--- src/rtl/usb_tx_scheduler.sv ---
// USB transmit scheduler: arbitrates handshake and DATA0 requests, launches one
// packet at a time to the encoder, waits for completion or timeout, then enforces an inter-packet gap.
module usb_tx_scheduler #(
  parameter int IPG_CYCLES     = 8,
  parameter int TIMEOUT_CYCLES = 1024
) (
  input  logic       clk,
  input  logic       rst,
  input  logic       hs_req,
  input  logic [1:0] hs_pid,
  input  logic       data_req,
  input  logic [6:0] data_len,
  input  logic [6:0] buffer_occupancy,
  input  logic       end_packet,
  output logic       begin_packet,
  output logic [2:0] tx_packet,
  output logic       hs_ack,
  output logic       data_ack,
  output logic       busy,
  output logic       tx_timeout
);

  localparam int CNT_MAX = (TIMEOUT_CYCLES - 1 > IPG_CYCLES) ? TIMEOUT_CYCLES - 1 : IPG_CYCLES;
  localparam int CW      = $clog2(CNT_MAX + 1);

  typedef enum logic [1:0] {IDLE, LAUNCH, WAIT_END, GAP} state_t;

  state_t        state;
  logic [CW-1:0] cnt;
  logic [2:0]    pkt_type;
  logic          owner_hs;
  logic          hs_valid;
  logic          hs_rsvd;
  logic          data_ok;

  // A reserved-PID request is masked while its ack is visible, so the
  // requester has one cycle to drop hs_req before it could be acked again.
  always_comb begin
    hs_valid = hs_req && !hs_ack && (hs_pid != 2'd3);
    hs_rsvd  = hs_req && !hs_ack && (hs_pid == 2'd3);
    data_ok  = data_req && (buffer_occupancy >= data_len);
  end

  always_ff @(posedge clk or posedge rst) begin
    if (rst) begin
      state      <= IDLE;
      cnt        <= '0;
      pkt_type   <= '0;
      owner_hs   <= 1'b0;
      hs_ack     <= 1'b0;
      data_ack   <= 1'b0;
      tx_timeout <= 1'b0;
    end else begin
      hs_ack     <= 1'b0;
      data_ack   <= 1'b0;
      tx_timeout <= 1'b0;
      case (state)
        IDLE: begin
          if (hs_valid) begin
            pkt_type <= {1'b0, hs_pid} + 3'd2;
            owner_hs <= 1'b1;
            state    <= LAUNCH;
          end else if (hs_rsvd) begin
            hs_ack <= 1'b1;
          end else if (data_ok) begin
            pkt_type <= 3'd1;
            owner_hs <= 1'b0;
            state    <= LAUNCH;
          end
        end
        LAUNCH: begin
          cnt   <= '0;
          state <= WAIT_END;
        end
        WAIT_END: begin
          // end_packet takes priority over a coincident timeout expiry
          if (end_packet) begin
            hs_ack   <= owner_hs;
            data_ack <= !owner_hs;
            cnt      <= '0;
            state    <= GAP;
          end else if (cnt == CW'(TIMEOUT_CYCLES - 1)) begin
            tx_timeout <= 1'b1;
            cnt        <= '0;
            state      <= GAP;
          end else begin
            cnt <= cnt + CW'(1);
          end
        end
        GAP: begin
          if (cnt == CW'(IPG_CYCLES - 1)) begin
            cnt   <= '0;
            state <= IDLE;
          end else begin
            cnt <= cnt + CW'(1);
          end
        end
        default: state <= IDLE;
      endcase
    end
  end

  assign begin_packet = (state == LAUNCH);
  assign tx_packet    = (state == LAUNCH || state == WAIT_END) ? pkt_type : 3'd0;
  assign busy         = (state != IDLE);

endmodule

--- config.mk ---
export PLATFORM = sky130hd
export DESIGN_NAME = usb_tx_scheduler
export DESIGN_NICKNAME = d
export VERILOG_FILES = /design/src/rtl/usb_tx_scheduler.sv
export SDC_FILE = /design/constraint.sdc
export NUM_CORES = 1
export LEC_CHECK = 0
export BUFFER_PORTS_ARGS = -buffer_cell sky130_fd_sc_hd__buf_2
export CAP_MARGIN = 10
export CORE_UTILIZATION = 53
export DETAILED_ROUTE_END_ITERATION = 8
export PLACE_DENSITY = 0.77
export RECOVER_POWER = 25
export REMOVE_ABC_BUFFERS = 1
export SYNTH_ARGS = -nofsm -noshare
export SYNTH_HDL_FRONTEND = slang
export SYNTH_SLANG_ARGS = --single-unit
--- constraint.sdc ---
create_clock -name clk -period 2.5 [get_ports clk]
set_input_delay 0.5 -clock clk [delete_from_list [all_inputs] [get_ports clk]]
set_output_delay 0.5 -clock clk [all_outputs]
set_load 0.1 [all_outputs]
-- Word-level counts from Yosys, hierarchy flattened
Index checks and enable logic that the tools add are counted.
W data, S select, Z words.
- magnitude comparators: 1
- $add $sub $neg: 2
- equality and inequality tests: 12
- multiplexer cells: 27
- reductions and logical operators: 13
- operators with widths (operator ; number):
    $mux W10 ; 3
    $pmux W10 S3 ; 1
    $mux W2 ; 6
    $mux W3 ; 4
    $mux W1 ; 11
    $add A10 B1 Y10 const B ; 1
    $eq A10 B10 Y1 const B ; 1
    $eq A10 B3 Y1 const B ; 1
    $ne A3 B3 Y1 const B ; 3
    $pmux W2 S4 ; 1
    $ge A7 B7 Y1 ; 1
    $eq A2 B2 Y1 const B ; 3
    $ne A2 B2 Y1 const B ; 3
    $logic_and A1 B1 Y1 ; 4
    $reduce_and A4 Y1 ; 1
    $reduce_bool A2 Y1 ; 2
    $add A2 B2 Y3 const B ; 1
    $reduce_and A3 Y1 ; 1
    $reduce_bool A3 Y1 ; 1
    $eq A2 B1 Y1 const B ; 1
    $logic_not A1 Y1 ; 2
    $logic_not A2 Y1 ; 1
    $pmux W1 S2 ; 1
    $logic_or A1 B1 Y1 ; 1
- output and inout bits: 8
- register bits: 19
- input port bits: 21

-- Depth between registers and ports, before layout
- depth after elaboration: 6
- mapped depth: 7

-- Worst setup path after synthesis
No wires, ideal clock.
- path type: flip-flop to flip-flop
- start point: reg hs_ack
- end point: reg state[1]
- arrival time: 2.048 ns
- buffers on the path: 0
- stages on the path, launching flop included: 6
- clock period less this slack: 2.175 ns
- setup slack: 0.325 ns
- data required time: 2.372 ns
- cell sequence: dfrtp_1 nor2b_1 a221o_1 a21oi_2 a21oi_2 mux2_1
- cells in the longest elaborated chain, start to end: 5
- elaborated cells on any way between the ends: 9
- ends and longest elaborated chain (what ; RTL line ; source):
    start: declaration ; 17 ; output logic hs_ack,
    start signal: assignment ; 78 ; hs_ack <= owner_hs;
    $logic_not A1 Y1 (*) ; 39, 40 ;
    $logic_and A1 B1 Y1 (*) ; 39, 40 ;
    $logic_and A1 B1 Y1, on equally long branches ; 39, 40 ;
    $ne A3 B3 Y1 (no line) / $mux W2 (equally long branches) ; n/a ;
    $reduce_and A4 Y1 (no line) / $pmux W2 S4 (equally long branches) ; n/a ;
    end signal: assignment ; 46 ; state <= IDLE;
    end signal: assignment ; 62 ; state <= LAUNCH;
    end signal: assignment ; 68 ; state <= LAUNCH;
    end: declaration ; 28 ; state_t state;
Mark *: on every way between the ends. The rest lies on a longest branch, timed or not.
A chain may end at the register's enable or synchronous reset.

-- Worst setup path in the final report
- start point: reg state[0]
- end point: out tx_packet[0]
- cells in the longest elaborated chain, start to end: 3
- elaborated cells on any way between the ends: 4
- ends and longest elaborated chain (what ; RTL line ; source):
    $eq A2 B1 Y1 / $eq A2 B2 Y1 (equally long branches) ; 104 ; assign tx_packet = (state == LAUNCH || state == WAIT_END) ? pkt_type : 3'd0;
    $logic_or A1 B1 Y1 (*) ; 104 ;
    $mux W3 (*) ; 104 ;
    end: declaration ; 16 ; output logic [2:0] tx_packet,
Marked as above.

==> results.ini <==
[outcome]
outcome = completed

[clocking]
insertion_delay_ns = 0.30
cts_setup_buffers = 0
root_buffer = clkbuf_4
path_clk_slew_ns = 0.11
clock_sinks = 19
cts_max_level = 1
cts_buffer_depth = 2
cts_resized = 0
tritoncts = yes
numCtsBuffers = 3
postCtsHoldBufs = 0

[logic_synthesis]
synthCells = 129
ys_seq_area_frac = 0.374
synth-main-ff-cell = dfrtp_1
syn_avg_cell_area_um2 = 9.86
yosys_register_bits = 19
ys_async_sr_fraction = 1.00
netlist_area_mm2 = 0.00127
synth_edf_count = 0
yosysWarnings = 0
yosysUniqueCellTypes = 42

[sta]
finalHoldViolCount = 0
skew_ns = 0.00889
setup_slack_ns = 0.265
tns_ns = 0
slew_violations = 0
achievable-frequency_mhz = 447
worst_pin_slew_ns = 0.730
hold_ws_ns = 0.299
fin_crit_ns = 2.23
setup_viol = 0
rsz0062_at_grt = false
post-route-period-util = 0.894
maxSlewHeadroom = 0.513

[placement]
port_buffers = 28
place_ws_ns = 0.219
dp_cells = 183
gp_congestion = 0.870
hpwl_mm = 2.03

[detailed_routing]
drc_errors = 0
vias = 1070
routed_wl_mm = 2.59
drt_pass1_iterations = 4
vias_per_cell = 5.72
ant_nets = 0
routedWlPerCell_um = 13.8
dr.first_iter.drc_count = 40

[job]
drv_cap = 0

[worst_hold_path]
hold_path.class = primary input to async pin

[global_routing]
grt_pass1_vias = 1001
grt_max_degree = 20
grt_usage = 0.225
grt_pass1_wl_mm = 4.29
gr-total-overflow = 0
antenna_found_initial = 0

[setup_path]
critPathTopFamily = buffers and inverters
path_buf_inv = 2
endpoint_kind = primary output
worstSetupPathType = flop to primary output
worst_setup_path_start_kind = flop
cp.required_ns = 2.00
crit_arrival_ns = 1.73
worstRegToRegCells = 6
worstPathCellList = inv_1 -> ha_1 -> and2_1 -> buf_2
slowest_stage = dfrtp_1
path_max_fanout = 4
crit_cells = 4
slowest_delay_ns = 0.43

[power_and_ir_drop]
ir_worst_vdd_mv = 1.13
leakagePower_nw = 0.752
powerDensity_mw_per_mm2 = 1150

[cells_and_area]
layout.cells.most_common = buf_2
n_antenna_cell = 0
syn2layout_area_growth_pct = 14.7
layout_common_cells = buf_2, dfrtp_1, inv_1, ha_1, nand2_1
nNetsFinal = 194
fillCellCount = 185
stdcell_count = 187
drive_gt1_frac = 0.270

[floorplan]
die_h_um = 51
fp.dieW_um = 51
start_util = 0.570
dieArea_mm2 = 0.00260
num_io_pins = 29
num_rows = 17
fp.coreArea_mm2 = 0.00223

-- per-stage QoR --
stage                     power (mW)   util  instance area [µm²]
final                           1.68  0.653                 1460
after global routing            1.77  0.653                 1460
after CTS                       1.69  0.653                 1460
after detailed placement        1.52  0.641                 1430
after global placement          1.48  0.641                 1430
after floorplan                 1.33      -                 1260
-- state kept, by name, summed over array words and instances, names as in the netlist --
signal      flops
tx_timeout      1
cnt            10
state           2
owner_hs        1
data_ack        1
pkt_type        3
hs_ack          1
-- cell usage after synthesis, types with 2 or more instances --
cell type | count | area share
o21ai_0 | 7 | 0.028
xor2_1 | 2 | 0.014
a21oi_2 | 2 | 0.014
nand4_1 | 2 | 0.0098
nand2_1 | 11 | 0.032
ha_1 | 13 | 0.13
nand2b_1 | 2 | 0.0098
a22o_1 | 3 | 0.021
inv_1 | 13 | 0.038
dfrtp_1 | 19 | 0.37
a31oi_1 | 3 | 0.015
mux2_2 | 2 | 0.018
nand3_1 | 6 | 0.024
and3_1 | 2 | 0.0098
a211o_1 | 2 | 0.014
a21oi_1 | 4 | 0.016
nor2_1 | 8 | 0.024
and2_1 | 4 | 0.020
-- kinds of logic (layout without fill, tap and decap cells) --
group | Yosys count | in the layout | synth area share
muxes | 4 | 4 | 0.0344
and+or+nand+nor | 43 | 43 | 0.182
adders and majority gates | 13 | 13 | 0.128
xor gates and xnor gates | 3 | 3 | 0.0207
AOI/OAI and AO/OA | 31 | 31 | 0.198
buffers and inverters | 16 | 46 | 0.0639
DFF | 19 | 19 | 0.374
-- where the power goes --
group,switching [mW],internal [mW]
registers,0.0800,0.389
logic,0.752,0.301
clock network,0.0945,0.0623
-- routing by layer --
metal	GRT usage	vias up	routed length, µm
li1	-	517	-
met1	0.284	512	1120
met5	0	-	0
met4	0.0787	0	31
met3	0.0595	5	140
met2	0.368	36	1290
-- path summary, 6_finish.rpt --
path | from | end | slack [ns]
max in group asynchronous | rst | cnt[9]$_DFFE_PP0P_ | 1.74
hold / removal | rst | owner_hs$_DFFE_PP0P_ | 0.30
min in group clk | hs_pid[1] | pkt_type[1]$_DFFE_PP0P_ | 0.42
setup / recovery | state[0]$_DFFE_PP0P_ | tx_packet[0] | 0.27
hold reg to reg | owner_hs$_DFFE_PP0P_ | data_ack$_DFF_PP0_ | 0.48
setup reg to reg | cnt[0]$_DFFE_PP0P_ | cnt[2]$_DFFE_PP0P_ | 0.27
-- cell type report --
| class | count | area (µm²) | area share |
|---|---|---|---|
| Multi-Input combinational cell | 94 | 716 | 0.491 |
| Sequential cell | 19 | 475 | 0.326 |
| Timing Repair Buffer | 28 | 140 | 0.0961 |
| Inverter | 14 | 66.3 | 0.0455 |
| Tap cell | 28 | 35.0 | 0.0240 |
| Clock buffer | 4 | 26.3 | 0.0180 |
Note: power is estimated with default switching activity, not from simulation.
